### src/rtl/wb_port_arbiter.sv
// Register-file write-port arbiter: pipeline writeback has priority over the
// long-latency unit, with bounded-wait starvation relief and a busy scoreboard.
module wb_port_arbiter #(
  parameter int unsigned MAX_WAIT = 4  // legal range 1..15
) (
  input  logic        CLK,
  input  logic        RST,
  // pipeline writeback stage
  input  logic        pipe_we,
  input  logic [4:0]  pipe_rd,
  input  logic [31:0] pipe_wd,
  // long-latency unit result return
  input  logic        lu_valid,
  input  logic [4:0]  lu_rd,
  input  logic [31:0] lu_wd,
  output logic        lu_ready,
  // long-latency issue tracking
  input  logic        lu_issue,
  input  logic [4:0]  lu_issue_rd,
  // decode-stage hazard lookup
  input  logic [4:0]  rs1,
  input  logic [4:0]  rs2,
  input  logic [4:0]  rd_chk,
  output logic        busy_rs1,
  output logic        busy_rs2,
  output logic        busy_rd,
  output logic        pipe_stall,
  // register file write port
  output logic [4:0]  A3,
  output logic [31:0] WD3,
  output logic        WE3
);

  localparam logic [3:0] WAIT_MAX  = 4'(MAX_WAIT);
  localparam logic [3:0] WAIT_LAST = 4'(MAX_WAIT - 1);

  typedef enum logic [1:0] {
    GNT_NONE,
    GNT_PIPE,
    GNT_LU
  } grant_e;

  grant_e      grant;
  logic        pe;
  logic        le;
  logic        starve;
  logic [3:0]  wait_cnt;
  logic [31:1] busy;
  logic [31:1] busy_next;
  logic [31:0] busy_vec;

  // Effective requests; x0 writes are never real writes.
  assign pe       = pipe_we & (pipe_rd != 5'd0) & ~pipe_stall;
  assign le       = lu_valid & (lu_rd != 5'd0);
  assign lu_ready = lu_valid & ~pe;
  assign WE3      = pe | (lu_ready & le);

  always_comb begin
    // NOTE: every signal assigned here gets a default first, so no path infers a latch.
    grant = GNT_NONE;
    A3    = 5'd0;
    WD3   = 32'd0;
    if (pe) begin
      grant = GNT_PIPE;
    end else if (lu_valid) begin
      grant = GNT_LU;
    end
    unique case (grant)
      GNT_PIPE: begin
        A3  = pipe_rd;
        WD3 = pipe_wd;
      end
      GNT_LU: begin
        A3  = lu_rd;
        WD3 = lu_wd;
      end
      default: ;
    endcase
  end

  // Refused on the last allowed cycle: freeze the pipeline for the next one.
  assign starve = lu_valid & ~lu_ready & (wait_cnt == WAIT_LAST);

  // NOTE: sequential state uses non-blocking assignments so all flops update together.
  always_ff @(posedge CLK or negedge RST) begin
    if (!RST) begin
      wait_cnt   <= 4'd0;
      pipe_stall <= 1'b0;
    end else begin
      if (!lu_valid || lu_ready) begin
        wait_cnt <= 4'd0;
      end else if (wait_cnt != WAIT_MAX) begin
        wait_cnt <= wait_cnt + 4'd1;
      end
      pipe_stall <= ~pipe_stall & starve;
    end
  end

  // Scoreboard next state: an issue to a register overrides its completion.
  always_comb begin
    busy_next = busy;
    for (int i = 1; i < 32; i++) begin
      if (lu_issue && (lu_issue_rd == 5'(i))) begin
        busy_next[i] = 1'b1;
      end else if (lu_ready && (lu_rd == 5'(i))) begin
        busy_next[i] = 1'b0;
      end
    end
  end

  // NOTE: the scoreboard is a flop vector, not a RAM, so it takes the async reset.
  always_ff @(posedge CLK or negedge RST) begin
    if (!RST) begin
      busy <= '0;
    end else begin
      busy <= busy_next;
    end
  end

  assign busy_vec = {busy, 1'b0};
  assign busy_rs1 = busy_vec[rs1];
  assign busy_rs2 = busy_vec[rs2];
  assign busy_rd  = busy_vec[rd_chk];

endmodule
### config.mk
export PLATFORM = sky130hd
export DESIGN_NAME = wb_port_arbiter
export DESIGN_NICKNAME = d
export VERILOG_FILES = /design/src/rtl/wb_port_arbiter.sv
export SDC_FILE = /design/constraint.sdc
export NUM_CORES = 1
export LEC_CHECK = 0
export CORE_MARGIN = 4
export CORE_UTILIZATION = 38
export CTS_CLUSTER_DIAMETER = 200
export DETAILED_ROUTE_END_ITERATION = 8
export PLACE_DENSITY = 0.78
export SKIP_CTS_REPAIR_TIMING = 1
export SLEW_MARGIN = 20
export SYNTH_ARGS = -nofsm -noshare
export SYNTH_HDL_FRONTEND = slang
export SYNTH_SLANG_ARGS = --single-unit
export TNS_END_PERCENT = 5
### constraint.sdc
create_clock -name CLK -period 1.94 [get_ports CLK]
set_input_delay 0.291 -clock CLK [delete_from_list [all_inputs] [get_ports CLK]]
set_output_delay 0.291 -clock CLK [all_outputs]
set_load 0.03 [all_outputs]
==> impl_metrics.env <==
export IMPL_final_common_cell="clkdlybuf4s50_1"
export IMPL_worst_pin_slew_ps=465
export IMPL_fillCellCount=510
export IMPL_ant_nets=0
export IMPL_cp_start_kind="input port"
export IMPL_clock_latency_ps=290
export IMPL_dpl_instance_area_sq_um=5210
export IMPL_power_mw=3.30
export IMPL_antenna_cells=0
export IMPL_rsz0062_at_grt="yes"
export IMPL_drive_gt1_share_pct=36.7
export IMPL_grt_max_degree=37
export IMPL_crit_path_cell_trace="buf_6, or4_4, o21a_4, nor2_4, buf_12, clkbuf_16, a22o_1, buf_6"
export IMPL_core_sq_um=7730
export IMPL_crit_required_ps=1650
export IMPL_synth_top_family_by_area="compound AO/OA/AOI/OAI gates"
export IMPL_drtPass1Iterations=5
export IMPL_p_leak_nw=2.58
export IMPL_r2r_start="pipe_stall"
export IMPL_post_place_ws_ps=-768
export IMPL_hpwl_microns=9880
export IMPL_port_buffer_count=141
export IMPL_fmax_mhz=446
export IMPL_use_met1_pct=27.9
export IMPL_area_growth_pct=91.1
export IMPL_wire_per_inst_microns=20.5
export IMPL_worst_path_largest_cell_delay_ps=530
export IMPL_grtUsageMet2_pct=43.9
export IMPL_fin_util_pct=75.1
export IMPL_synth_distinct_cells=41
export IMPL_busiest_layer="met2"
export IMPL_ys_warn_count=0
export IMPL_synth_area_per_cell_sq_um=9.20
export IMPL_drt_iter0_drc=342
export IMPL_dieArea_sq_um=9480
export IMPL_finalSetupViolCount=41
export IMPL_vias_per_cell=5.92
export IMPL_gr_usage_all_layers_pct=24.4
export IMPL_grt_pass1_vias=3893
export IMPL_crit_path_frequent_cell="buf_6"
export IMPL_critPathArrivalTime_ps=1950
export IMPL_power_density_nw_per_um2=569
export IMPL_nets=651
export IMPL_die_w_microns=97.4
export IMPL_critPathCaptureType="output port"
export IMPL_grt_overflow_total=0
export IMPL_clock_skew_ps=5.04
export IMPL_crit_fanout=8
export IMPL_routed_wl_microns=13400
export IMPL_ys_seq_area_share_pct=29.7
export IMPL_synth_compound_area_share_pct=29.6
export IMPL_met3_usage_pct=5.10
export IMPL_most_common_layout_cells="clkdlybuf4s50_1, buf_4, buf_6, dfrtp_1, a22o_4"
export IMPL_period_minus_slack_ps=2240
export IMPL_boundaryPins=142
export IMPL_tritoncts="done"
export IMPL_fin_crit_sh_pct=116
export IMPL_synth_simple_gate_area_share_pct=18.9
export IMPL_drv_cap=0
export IMPL_syn_nets=431
export IMPL_path_clk_slew_ps=80
export IMPL_num_vias=3865
export IMPL_ys_ff_latch=36
export IMPL_synth_adder_area_share_pct=0.824
export IMPL_clockBufferDepth=2
export IMPL_synth_xor_area_share_pct=0.577
export IMPL_finalHoldViolations=0
export IMPL_reg2reg_to="busy[2]"
export IMPL_grt_pass1_wl_microns=19000
export IMPL_slowest_stage="or4_4"
export IMPL_final_cells=653
export IMPL_h_tree_depth=2
export IMPL_netlist_area_sq_um=3040
export IMPL_r2r_setup_slack_ps=320
export IMPL_setup_ws_ps=-304
export IMPL_maxSlewViolCount=0
export IMPL_critPathKind="input port to output port"
export IMPL_synth_mux_area_share_pct=16.0
export IMPL_rows=32
export IMPL_start_util_pct=39.3
export IMPL_clock_sinks=36
export IMPL_synthCells=330
export IMPL_numCtsBuffers=5
export IMPL_drc=0
export IMPL_violations="negative setup slack"
export IMPL_stdcell_area_sq_um=5800
export IMPL_grt_antenna_before_repair=0
export IMPL_slew_headroom_pct=69.0
export IMPL_status="finished with violations"
export IMPL_hold_class="input port to async pin"
export IMPL_dp_cells=628
export IMPL_gp_congestion=1.03
export IMPL_peakVddDrop_v=0.000314
export IMPL_ff2ff_path_depth=5
export IMPL_die_h_microns=97.4
export IMPL_clockRootBuffer="clkbuf_8"
==> cells by family (layout without fill, tap and decap cells) <==
family,after synthesis,count (layout)
AO/OA/AOI/OAI,113,113
XOR/XNOR,2,2
adder cells (fa/ha/maj),2,2
buffers and inverters,33,254
flip-flops,36,36
multiplexers,37,37
AND/OR/NAND/NOR,107,107
==> worst max-delay path by stage <==
stage | cells past startpoint | startpoint | end
finish | 8 | pipe_rd[3] | WD3[11]
global route | 6 | busy[18] | busy_rs1
CTS | 6 | rs2[0] | busy_rs2
detailed placement | 6 | rs2[0] | busy_rs2
global placement | 6 | rs2[0] | busy_rs2
floorplan | 5 | pipe_rd[1] | WD3[14]
==> worst max-delay path: cells and delay by family <==
family,cells,cell delay [ps]
simple gates,2,690
compound gates,2,420
buf+inv,4,540
==> cell type report <==
class	instances	area, sq um	area share [%]
Clock inverter	3	42.5	0.733
Sequential cell	36	901	15.5
Multi-Input combinational cell	261	2320	39.9
Timing Repair Buffer	240	2320	40.0
Clock buffer	5	68.8	1.19
Inverter	6	22.5	0.388
Tap cell	102	128	2.20
==> synth_stat cells <==
cell	number	area, sq um
mux2i_1	26	260
nor4b_1	1	8.76
nand3b_1	3	22.5
or4_4	1	11.3
nor2_1	18	67.6
a32o_1	4	40.0
o21ai_1	1	5.00
nor3_1	4	20.0
nand2b_1	11	68.8
a22oi_1	6	45.0
nand2_1	21	78.8
o31ai_1	5	37.5
o2bb2ai_1	1	8.76
mux2_2	2	22.5
nand4_1	6	37.5
nand3_1	17	85.1
a21o_1	8	60.1
buf_6	1	11.3
or4_1	3	22.5
ha_1	2	25.0
or4b_1	3	30.0
buf_2	3	15.0
dfrtp_1	36	901
a221oi_1	1	8.76
a22o_1	49	429
o41ai_1	14	123
a21oi_1	11	55.1
xnor2_1	2	17.5
o211ai_1	2	15.0
nor2b_1	16	100
clkbuf_1	21	78.8
inv_1	6	22.5
buf_1	2	7.51
and3_1	1	6.26
nand4b_1	1	8.76
or3_1	1	6.26
a211oi_1	2	15.0
mux4_2	9	203
o21a_1	1	7.51
o2111ai_1	2	17.5
o21ai_0	6	30.0
==> flip-flops by register name, indices dropped and copies added, names as in the netlist <==
signal	count
pipe_stall	1
wait_cnt	4
busy	31
==> metal layers <==
| metal | wire length (microns) | vias to the layer above |
|---|---|---|
| li1 | - | 1752 |
| met2 | 6790 | 223 |
| met5 | 0 | - |
| met4 | 659 | 0 |
| met3 | 1200 | 55 |
| met1 | 4760 | 1835 |
==> power by group <==
part / switching (mW) / internal [mW]
combinational: 0.711 / 0.936
clock: 0.276 / 0.380
sequential: 0.130 / 0.871
total: 1.12 / 2.19
==> per-stage QoR <==
stage          hold slack (ps)  TNS (ps)
2_1_floorplan            -4.59     -1250
3_3_place_gp               465    -32120
3_5_place_dp               489    -34620
4_1_cts                    421    -26620
5_1_grt                    461    -10750
6_report                   408     -9330
Note: power is estimated with default switching activity, not from simulation.
